`config.mk`:
```
export PLATFORM = sky130hd
export DESIGN_NAME = clb_config_loader
export DESIGN_NICKNAME = d
export VERILOG_FILES = /design/src/rtl/clb_config_loader.sv
export SDC_FILE = /design/constraint.sdc
export NUM_CORES = 1
export LEC_CHECK = 0
export CELL_PAD_IN_SITES_DETAIL_PLACEMENT = 0
export CELL_PAD_IN_SITES_GLOBAL_PLACEMENT = 1
export CORE_MARGIN = 2
export CORE_UTILIZATION = 44
export CTS_CLUSTER_DIAMETER = 200
export CTS_CLUSTER_SIZE = 30
export DETAILED_ROUTE_END_ITERATION = 8
export PLACE_DENSITY = 0.89
export REMOVE_ABC_BUFFERS = 1
export SYNTH_ARGS = -nofsm -noshare
export SYNTH_HDL_FRONTEND = slang
export SYNTH_SLANG_ARGS = --single-unit
```
`constraint.sdc`:
```
create_clock -name clk -period 2.9 [get_ports clk]
set_input_delay 0.58 -clock clk [delete_from_list [all_inputs] [get_ports clk]]
set_output_delay 0.58 -clock clk [all_outputs]
set_load 0.02 [all_outputs]
```
`src/rtl/clb_config_loader.sv`:
```
// CLB configuration loader.
// Accepts CFG_BYTES bytes over a valid/ready byte port, shifts each one into
// the CLB chain MSB first, then pulses cfg_latch once to commit the chain.
module clb_config_loader #(
  parameter int CFG_BYTES = 4
) (
  input  logic       clk,
  input  logic       rst,
  input  logic       start,
  input  logic       abort,
  input  logic [7:0] in_data,
  input  logic       in_valid,
  output logic       in_ready,
  output logic       cfg_bit,
  output logic       cfg_shift,
  output logic       cfg_latch,
  output logic       busy,
  output logic       done
);

  typedef enum logic [1:0] {
    IDLE      = 2'd0,
    WAIT_BYTE = 2'd1,
    SHIFT     = 2'd2,
    LATCH     = 2'd3
  } state_t;

  localparam logic [7:0] LAST_BYTE = 8'(CFG_BYTES - 1);

  state_t     state_q, state_d;
  logic [7:0] sreg_q, sreg_d;
  logic [7:0] byte_cnt_q, byte_cnt_d;
  logic [2:0] bit_cnt_q, bit_cnt_d;
  logic       done_q, done_d;

  // Next-state and datapath update; abort outranks every other event.
  always_comb begin
    state_d    = state_q;
    sreg_d     = sreg_q;
    byte_cnt_d = byte_cnt_q;
    bit_cnt_d  = bit_cnt_q;
    done_d     = done_q;
    if (abort) begin
      // Partial chain is left unlatched; a LATCH pulse already on the wire
      // still completes but never reports done.
      state_d    = IDLE;
      sreg_d     = 8'd0;
      byte_cnt_d = 8'd0;
      bit_cnt_d  = 3'd0;
      done_d     = 1'b0;
    end else begin
      case (state_q)
        IDLE: begin
          if (start) begin
            state_d    = WAIT_BYTE;
            done_d     = 1'b0;
            byte_cnt_d = 8'd0;
          end
        end
        WAIT_BYTE: begin
          if (in_valid) begin
            sreg_d    = in_data;
            bit_cnt_d = 3'd0;
            state_d   = SHIFT;
          end
        end
        SHIFT: begin
          sreg_d = {sreg_q[6:0], 1'b0};
          if (bit_cnt_q == 3'd7) begin
            if (byte_cnt_q == LAST_BYTE) begin
              state_d = LATCH;
            end else begin
              byte_cnt_d = byte_cnt_q + 8'd1;
              state_d    = WAIT_BYTE;
            end
          end else begin
            bit_cnt_d = bit_cnt_q + 3'd1;
          end
        end
        LATCH: begin
          state_d    = IDLE;
          done_d     = 1'b1;
          byte_cnt_d = 8'd0;
          bit_cnt_d  = 3'd0;
        end
        default: state_d = IDLE;
      endcase
    end
  end

  // State registers with asynchronous clear.
  always_ff @(posedge clk or posedge rst) begin
    if (rst) begin
      state_q    <= IDLE;
      sreg_q     <= 8'd0;
      byte_cnt_q <= 8'd0;
      bit_cnt_q  <= 3'd0;
      done_q     <= 1'b0;
    end else begin
      state_q    <= state_d;
      sreg_q     <= sreg_d;
      byte_cnt_q <= byte_cnt_d;
      bit_cnt_q  <= bit_cnt_d;
      done_q     <= done_d;
    end
  end

  // Outputs decode straight from registered state, so reset clears them at once.
  always_comb begin
    in_ready  = (state_q == WAIT_BYTE);
    cfg_shift = (state_q == SHIFT);
    cfg_bit   = (state_q == SHIFT) & sreg_q[7];
    cfg_latch = (state_q == LATCH);
    busy      = (state_q != IDLE);
    done      = done_q;
  end

endmodule
```
==> results of run 1 <==
[Yosys cell counts (all sizes together) (2+ instances only)]
library cell  number  area (sq um)
mux2i              9          90.1
nor3               6          30.0
nor2              10          37.5
inv                6          22.5
a21oi              3          15.0
buf                5          36.3
ha                 8           100
nand3              3          15.0
a31oi              4          31.3
and3               2          12.5
o21ba              2          20.0
o21ai              8          40.0
a22o               2          17.5
o31ai             11           108
nand2             15          56.3
nand2b             6          45.0
dfrtp             22           551
[worst reg2reg max path, cell delays in order (launching register included)]
cell and delay [ns]:
sky130_fd_sc_hd__dfrtp_1 0.43, sky130_fd_sc_hd__inv_1 0.11, sky130_fd_sc_hd__ha_1 0.22, sky130_fd_sc_hd__buf_4 0.19, sky130_fd_sc_hd__nand2b_1 0.20, sky130_fd_sc_hd__a31oi_2 0.32, sky130_fd_sc_hd__o21ba_1 0.21, sky130_fd_sc_hd__o22ai_1 0.12
[power groups by stage]
stage	logic, mW	clock network [mW]	registers [mW]
after global routing	0.448	0.188	0.397
final	0.399	0.174	0.391
after detailed placement	0.402	0	0.397
after floorplan	0.280	0	0.389
after global placement	0.389	0	0.393
after CTS	0.403	0.179	0.390
[worst max-delay path by stage]
| stage | startpoint | to | slack [ns] |
|---|---|---|---|
| after floorplan | state_q[0] | byte_cnt_q[4] | 1.06 |
| after global placement | state_q[0] | cfg_bit | 0.74 |
| after detailed placement | abort | bit_cnt_q[0] | 0.66 |
| after CTS | state_q[0] | cfg_bit | 0.32 |
| after global routing | state_q[0] | cfg_bit | 0.21 |
| final | state_q[0] | cfg_bit | 0.33 |
[state kept, by name, summed over array words and instances, names as in the netlist]
signal,cells
bit_cnt_q,3
byte_cnt_q,8
done,1
sreg_q,8
state_q,2
[cell type report]
cell class | count | area [sq um] | share of cell area (%)
inverters | 6 | 22.5 | 1.45
multi-input cells | 100 | 706 | 45.6
flip-flops and latches | 22 | 551 | 35.5
well taps | 31 | 38.8 | 2.50
repair buffers | 20 | 195 | 12.6
clock buffers | 4 | 36.3 | 2.34
[cells by family (layout without fill, tap and decap cells)]
logic type               after synthesis  in the layout  share of synthesized area (%)
buffers and inverters                 12             30                           4.74
AO/OA/AOI/OAI                         33             33                           19.4
AND/OR/NAND/NOR                       49             49                           18.9
flip-flops                            22             22                           41.7
adder cells (fa/ha/maj)                8              8                           7.59
multiplexers                          10             10                           7.69
[routing by layer]
layer	up-vias	GRT usage, %	share of wire (%)
met1	487	22.3	46
met3	5	2.20	3.4
met4	0	7.47	1.7
met5	-	0	0
li1	517	-	-
met2	19	30.0	49
==> out/summary.txt, run 1 <==
LAYOUT
--------------------------------------------------------------------------------------
Number of nets at the end of the flow                                              174
Number of fillers in the final layout                                              252
Ratio of cells with drive above 1 in the final layout                            9.21%
Most common cell after layout, fill and taps aside                        sky130_fd_sc_hd__dfrtp_1
Non-Filler Instances                                                               183
Commonest cells after routing, fill and taps aside                        sky130_fd_sc_hd__dfrtp_1 (22), sky130_fd_sc_hd__clkdlybuf4s50_1 (18), sky130_fd_sc_hd__nand2_1 (15)
Finished layout cell area                                                   1550 sq um
Area overhead of the layout relative to synthesis                                17.5%
Final core utilization                                                           55.2%
# diodes                                                                             0

TIMING
--------------------------------------------------------------------------------------
Maximum clock frequency                                                        389 MHz
Setup repair after global routing missed its margin                              false
Hold Vio Cnt, Final                                                                  0
Min Clock Period, post-route                                                   2.57 ns
Final WS setup                                                                0.326 ns
Worst hold slack                                                              0.494 ns
Layout Skew                                                                 0.00189 ns
Setup TNS                                                                         0 ns
Max_slew headroom                                                                43.3%
Pin slew with the least headroom to its limit                                 0.850 ns
# setup viols final                                                                  0
Max-slew violation total from the final report                                       0
Final Cycle Share                                                                88.7%

CTS
--------------------------------------------------------------------------------------
Hold buffer count at CTS                                                             0
Number of setup buffers added after CTS                                              0
CTS tree                                                                           yes
Bufs on Longest Clock Path                                                           2
Num CTS Buffers                                                                      3
Clock slew at the register clock pins of the worst setup and hold paths        0.13 ns
Post-cts repair resize count                                                         0
Clock latency on the worst-skew pair                                           0.31 ns
CTS H-Tree Depth                                                                     1
Count of clock tree sinks                                                           22
Clk Tree Root Cell                                                        sky130_fd_sc_hd__clkbuf_4

SETUP PATH
--------------------------------------------------------------------------------------
Stages on worst setup path                                                           4
Element type at the critical path end                                     primary output
Worst path buffer plus inverter count                                                2
Endpoint required time on the critical path                                    2.32 ns
Startpoint class of the critical path                                        flip-flop
Critical register-to-register path startpoint                               state_q[0]
Worst path arrival time                                                        1.99 ns
Cells along the critical path                                             inv_1, ha_1, and2_1, clkdlybuf4s50_1
Setup CP Type                                                             flip-flop to primary output
Worst R2R Path Depth                                                                 7
Crit-path slowest cell                                                    sky130_fd_sc_hd__clkdlybuf4s50_1
Critical path fanouts, max                                                           9
Crit-path leading delay family                                            buffers and inverters
Peak per-stage delay on the critical path                                      0.60 ns
Flop-to-flop setup slack                                                       1.02 ns
Worst r2r dst                                                             byte_cnt_q[1]

GRT
--------------------------------------------------------------------------------------
First-pass GRT wire length                                                     4.66 mm
Antenna violations before repair                                                     0
Maximum number of pins on one net before global-route repair                        23
Grt total ovfl                                                                       0
Via count of the first global-routing pass                                        1062
Total routing resource utilization after global routing                          17.6%

YOSYS
--------------------------------------------------------------------------------------
Synth Flop Type                                                           sky130_fd_sc_hd__dfrtp_1
Portion of the post-synthesis area used by sequential elements                   41.7%
Number of enable flip-flop cells after synthesis                                     0
Yosys synthesis warning count                                                        0
Post-synthesis register bit count                                                   22
Synthesized area per cell                                                   9.84 sq um
Cell Area, Synth                                                            1320 sq um
Synthesized netlist cell count                                                     134
Number of unique standard cell types used by synthesis                              35
Post-synthesis async set-or-reset flop share                                      100%

HOLD PATH
--------------------------------------------------------------------------------------
Worst min-delay path class                                                flip-flop to flip-flop
Worst hold stages                                                                    2
WHS Endpoint                                                                 sreg_q[7]
Worst min-delay path startpoint                                              sreg_q[7]

PLACED DESIGN
--------------------------------------------------------------------------------------
Inst Count DP                                                                      179
Placer congestion estimate                                                       0.798
Buffers on Ports                                                                    18
Placed wire-length estimate                                                    1.95 mm
Placed Area                                                                 1510 sq um
Setup slack after placement                                                   0.662 ns

POWER AND IR DROP
--------------------------------------------------------------------------------------
Gate power share                                                                 41.4%
Static leakage power                                                          0.690 nW
Relative contribution of the clock network to total power                        18.0%
Net switching power                                                           0.358 mW
Reg power frac                                                                   40.6%
Design Power                                                                  0.964 mW
Share of total power consumed by net switching                                   37.1%
Cell-internal power                                                           0.607 mW
Maximum VDD drop                                                                230 uV
PwrDens                                                                    623 nW/um^2

DRT
--------------------------------------------------------------------------------------
First-pass iteration count of the detailed router                                    6
Mean routed wirelength per cell                                                14.2 um
Number of DRC markers in iteration 0                                                51
Via density per instance                                                          5.62
DRC violations left                                                                  1
Via count                                                                         1028
DRT Wirelength                                                                 2.60 mm
Antenna Nets Post-Route                                                              0

FLOORPLANNING
--------------------------------------------------------------------------------------
Core region area                                                            2810 sq um
Effective utilization at floorplan                                               47.0%
Die outline width                                                              58.7 um
Area of the die                                                             3450 sq um
Row Count                                                                           19
Number of top-level pins                                                            19
Die outline height                                                             58.7 um

RUN STATUS
--------------------------------------------------------------------------------------
Failing checks                                                                     DRC
Outcome                                                                   finished, violations left

RUN
--------------------------------------------------------------------------------------
Number of maximum-capacitance violations                                             0

No activity file was read; power rests on OpenSTA's default activity.
==> run 2: changes to the inputs <==
- PLACE_DENSITY: 0.89 -> unset
- PLACE_DENSITY_LB_ADDON: unset -> 0.1
==> out/summary.txt, run 2 (synthesized netlist as in run 1, its figures left out) <==
RUN STATUS
--------------------------------------------------------------------------------------
Outcome                                                                   finished, violations left
Failing checks                                                                     DRC

SETUP PATH
--------------------------------------------------------------------------------------
Setup CP Type                                                             flip-flop to primary output
Flop-to-flop setup slack                                                       1.04 ns   +0.02 ns
Endpoint required time on the critical path                                    2.32 ns   about the same
Worst path arrival time                                                        2.01 ns   +0.02 ns
Element type at the critical path end                                     primary output
Critical path fanouts, max                                                           9   unchanged
Startpoint class of the critical path                                        flip-flop
Worst r2r dst                                                             byte_cnt_q[0]
Worst R2R Path Depth                                                                 7   unchanged
Critical register-to-register path startpoint                               state_q[0]

PLACED DESIGN
--------------------------------------------------------------------------------------
Placer congestion estimate                                                       0.810   +1.6%
Placed wire-length estimate                                                    1.93 mm   -0.76%
Buffers on Ports                                                                    18   unchanged

GRT
--------------------------------------------------------------------------------------
Maximum number of pins on one net before global-route repair                        23   unchanged
First-pass GRT wire length                                                     4.50 mm   -3.4%
Antenna violations before repair                                                     0   unchanged
Via count of the first global-routing pass                                         931   -12%
Total routing resource utilization after global routing                          17.1%   -0.45 points
Grt total ovfl                                                                       0   unchanged

TIMING
--------------------------------------------------------------------------------------
Hold Vio Cnt, Final                                                                  0   unchanged
Max_slew headroom                                                                42.9%   -0.38 points
Maximum clock frequency                                                        386 MHz   -0.69%
Pin slew with the least headroom to its limit                                 0.855 ns   +0.00568 ns
Max-slew violation total from the final report                                       0   unchanged
Final Cycle Share                                                                89.4%   +0.62 points
Min Clock Period, post-route                                                   2.59 ns   +0.0180 ns
Layout Skew                                                                 0.00949 ns   +0.00760 ns
Setup TNS                                                                         0 ns   unchanged
Setup repair after global routing missed its margin                              false
# setup viols final                                                                  0   unchanged

CTS
--------------------------------------------------------------------------------------
Clk Tree Root Cell                                                        sky130_fd_sc_hd__clkbuf_4
Hold buffer count at CTS                                                             0   unchanged
CTS tree                                                                           yes
Count of clock tree sinks                                                           22   unchanged
Num CTS Buffers                                                                      3   unchanged
Clock latency on the worst-skew pair                                           0.32 ns   about the same
Clock slew at the register clock pins of the worst setup and hold paths        0.12 ns   about the same
Post-cts repair resize count                                                         0   unchanged
CTS H-Tree Depth                                                                     1   unchanged
Bufs on Longest Clock Path                                                           2   unchanged
Number of setup buffers added after CTS                                              0   unchanged

FLOORPLANNING
--------------------------------------------------------------------------------------
Number of top-level pins                                                            19   unchanged
Die outline height                                                             58.7 um   unchanged
Effective utilization at floorplan                                               47.0%   unchanged
Area of the die                                                             3450 sq um   unchanged
Die outline width                                                              58.7 um   unchanged
Row Count                                                                           19   unchanged
Core region area                                                            2810 sq um   unchanged

DRT
--------------------------------------------------------------------------------------
Via density per instance                                                          5.53   -1.6%
DRC violations left                                                                  2   +1
DRT Wirelength                                                                 2.56 mm   -1.4%
Via count                                                                         1012   -1.6%
Mean routed wirelength per cell                                                14.0 um   -1.4%
Number of DRC markers in iteration 0                                                45   -12%
Antenna Nets Post-Route                                                              0   unchanged
First-pass iteration count of the detailed router                                    6   unchanged

HOLD PATH
--------------------------------------------------------------------------------------
Worst min-delay path startpoint                                              sreg_q[3]
Worst hold stages                                                                    2   unchanged
WHS Endpoint                                                                 sreg_q[3]
Worst min-delay path class                                                flip-flop to flip-flop

LAYOUT
--------------------------------------------------------------------------------------
Sequential cell area in the final layout                                     551 sq um   unchanged
Multi-input gate area                                                        706 sq um   unchanged
Most common cell after layout, fill and taps aside                        sky130_fd_sc_hd__dfrtp_1
Number of nets at the end of the flow                                              174   unchanged
# diodes                                                                             0   unchanged
Ratio of cells with drive above 1 in the final layout                            9.21%   unchanged
Number of fillers in the final layout                                              254   +0.79%
Registers with the highest flip-flop counts                               byte_cnt_q (8), sreg_q (8), bit_cnt_q (3)
Area overhead of the layout relative to synthesis                                18.7%
Commonest cells after routing, fill and taps aside                        sky130_fd_sc_hd__dfrtp_1 (22), sky130_fd_sc_hd__clkdlybuf4s50_1 (18), sky130_fd_sc_hd__nand2_1 (15)

POWER AND IR DROP
--------------------------------------------------------------------------------------
Maximum VDD drop                                                                358 uV   +56%
Design Power                                                                   1.03 mW   +6.5%
Static leakage power                                                          0.697 nW   +1.0%
PwrDens                                                                    656 nW/um^2   +5.4%

RUN
--------------------------------------------------------------------------------------
Number of maximum-capacitance violations                                             0   unchanged

run 2: cell types whose count changed in the layout (fill, tap and decap cells not counted), sizes merged:
| cell | change |
|---|---|
| clkbuf | -1 |
| bufinv | +1 |
run 2: how the worst max path moves through the flow:
stage / start / slack, ns / cells past startpoint / endpoint
3_3_place_gp: state_q[0] / 0.73 / 4 / cfg_bit
4_1_cts: state_q[0] / 0.32 / 4 / cfg_bit
6_report: state_q[0] / 0.31 / 4 / cfg_bit
5_1_grt: state_q[0] / 0.17 / 4 / cfg_bit
2_1_floorplan: state_q[0] / 1.06 / 6 / byte_cnt_q[4]
3_5_place_dp: state_q[0] / 0.69 / 4 / cfg_bit
run 2: layer usage:
metal	vias up	global-route usage, %	routed length, um
met1	476	25.9	1380
met4	0	6.82	42
met5	-	0	0
li1	516	-	-
met2	15	24.8	1060
met3	5	1.98	73
run 2: stage by stage:
stage	hold WS [ns]	std cells	area, sq um	worst slack (ns)	utilization (%)
after detailed placement	0.469	179	1510	0.689	53.9
after global placement	0.460	179	1510	0.731	53.9
after global routing	0.535	183	1570	0.172	55.8
after floorplan	0.448	128	1280	1.06	-
after CTS	0.496	183	1570	0.323	55.8
final	0.494	183	1570	0.308	55.8
run 2: cell type report:
type                            count  share of cell area [%]
Timing Repair Buffer               20                    12.5
Sequential cell                    22                    35.2
Clock buffer                        3                    1.44
Inverter                            6                    1.44
Clock inverter                      1                    1.92
Multi-Input combinational cell    100                    45.1
Tap cell                           31                    2.48
run 2: critical path, stage by stage (launching register included):
cell and delay, ns:
sky130_fd_sc_hd__dfrtp_1 0.44, sky130_fd_sc_hd__inv_1 0.14, sky130_fd_sc_hd__ha_1 0.36, sky130_fd_sc_hd__and2_1 0.17
sky130_fd_sc_hd__clkdlybuf4s50_1 0.59
run 2: report_power, final:
| part | internal, mW | switching (mW) | total, mW |
|---|---|---|---|
| clock | 0.140 | 0.0983 | 0.238 |
| combinational | 0.174 | 0.224 | 0.398 |
| sequential | 0.357 | 0.0336 | 0.391 |
| total | 0.671 | 0.356 | 1.03 |
==> run 3: changes to the inputs <==
- SLEW_MARGIN: unset -> 25
==> results of run 3 <==
No change in the layout: final DEF, timing and power equal those of run 2.
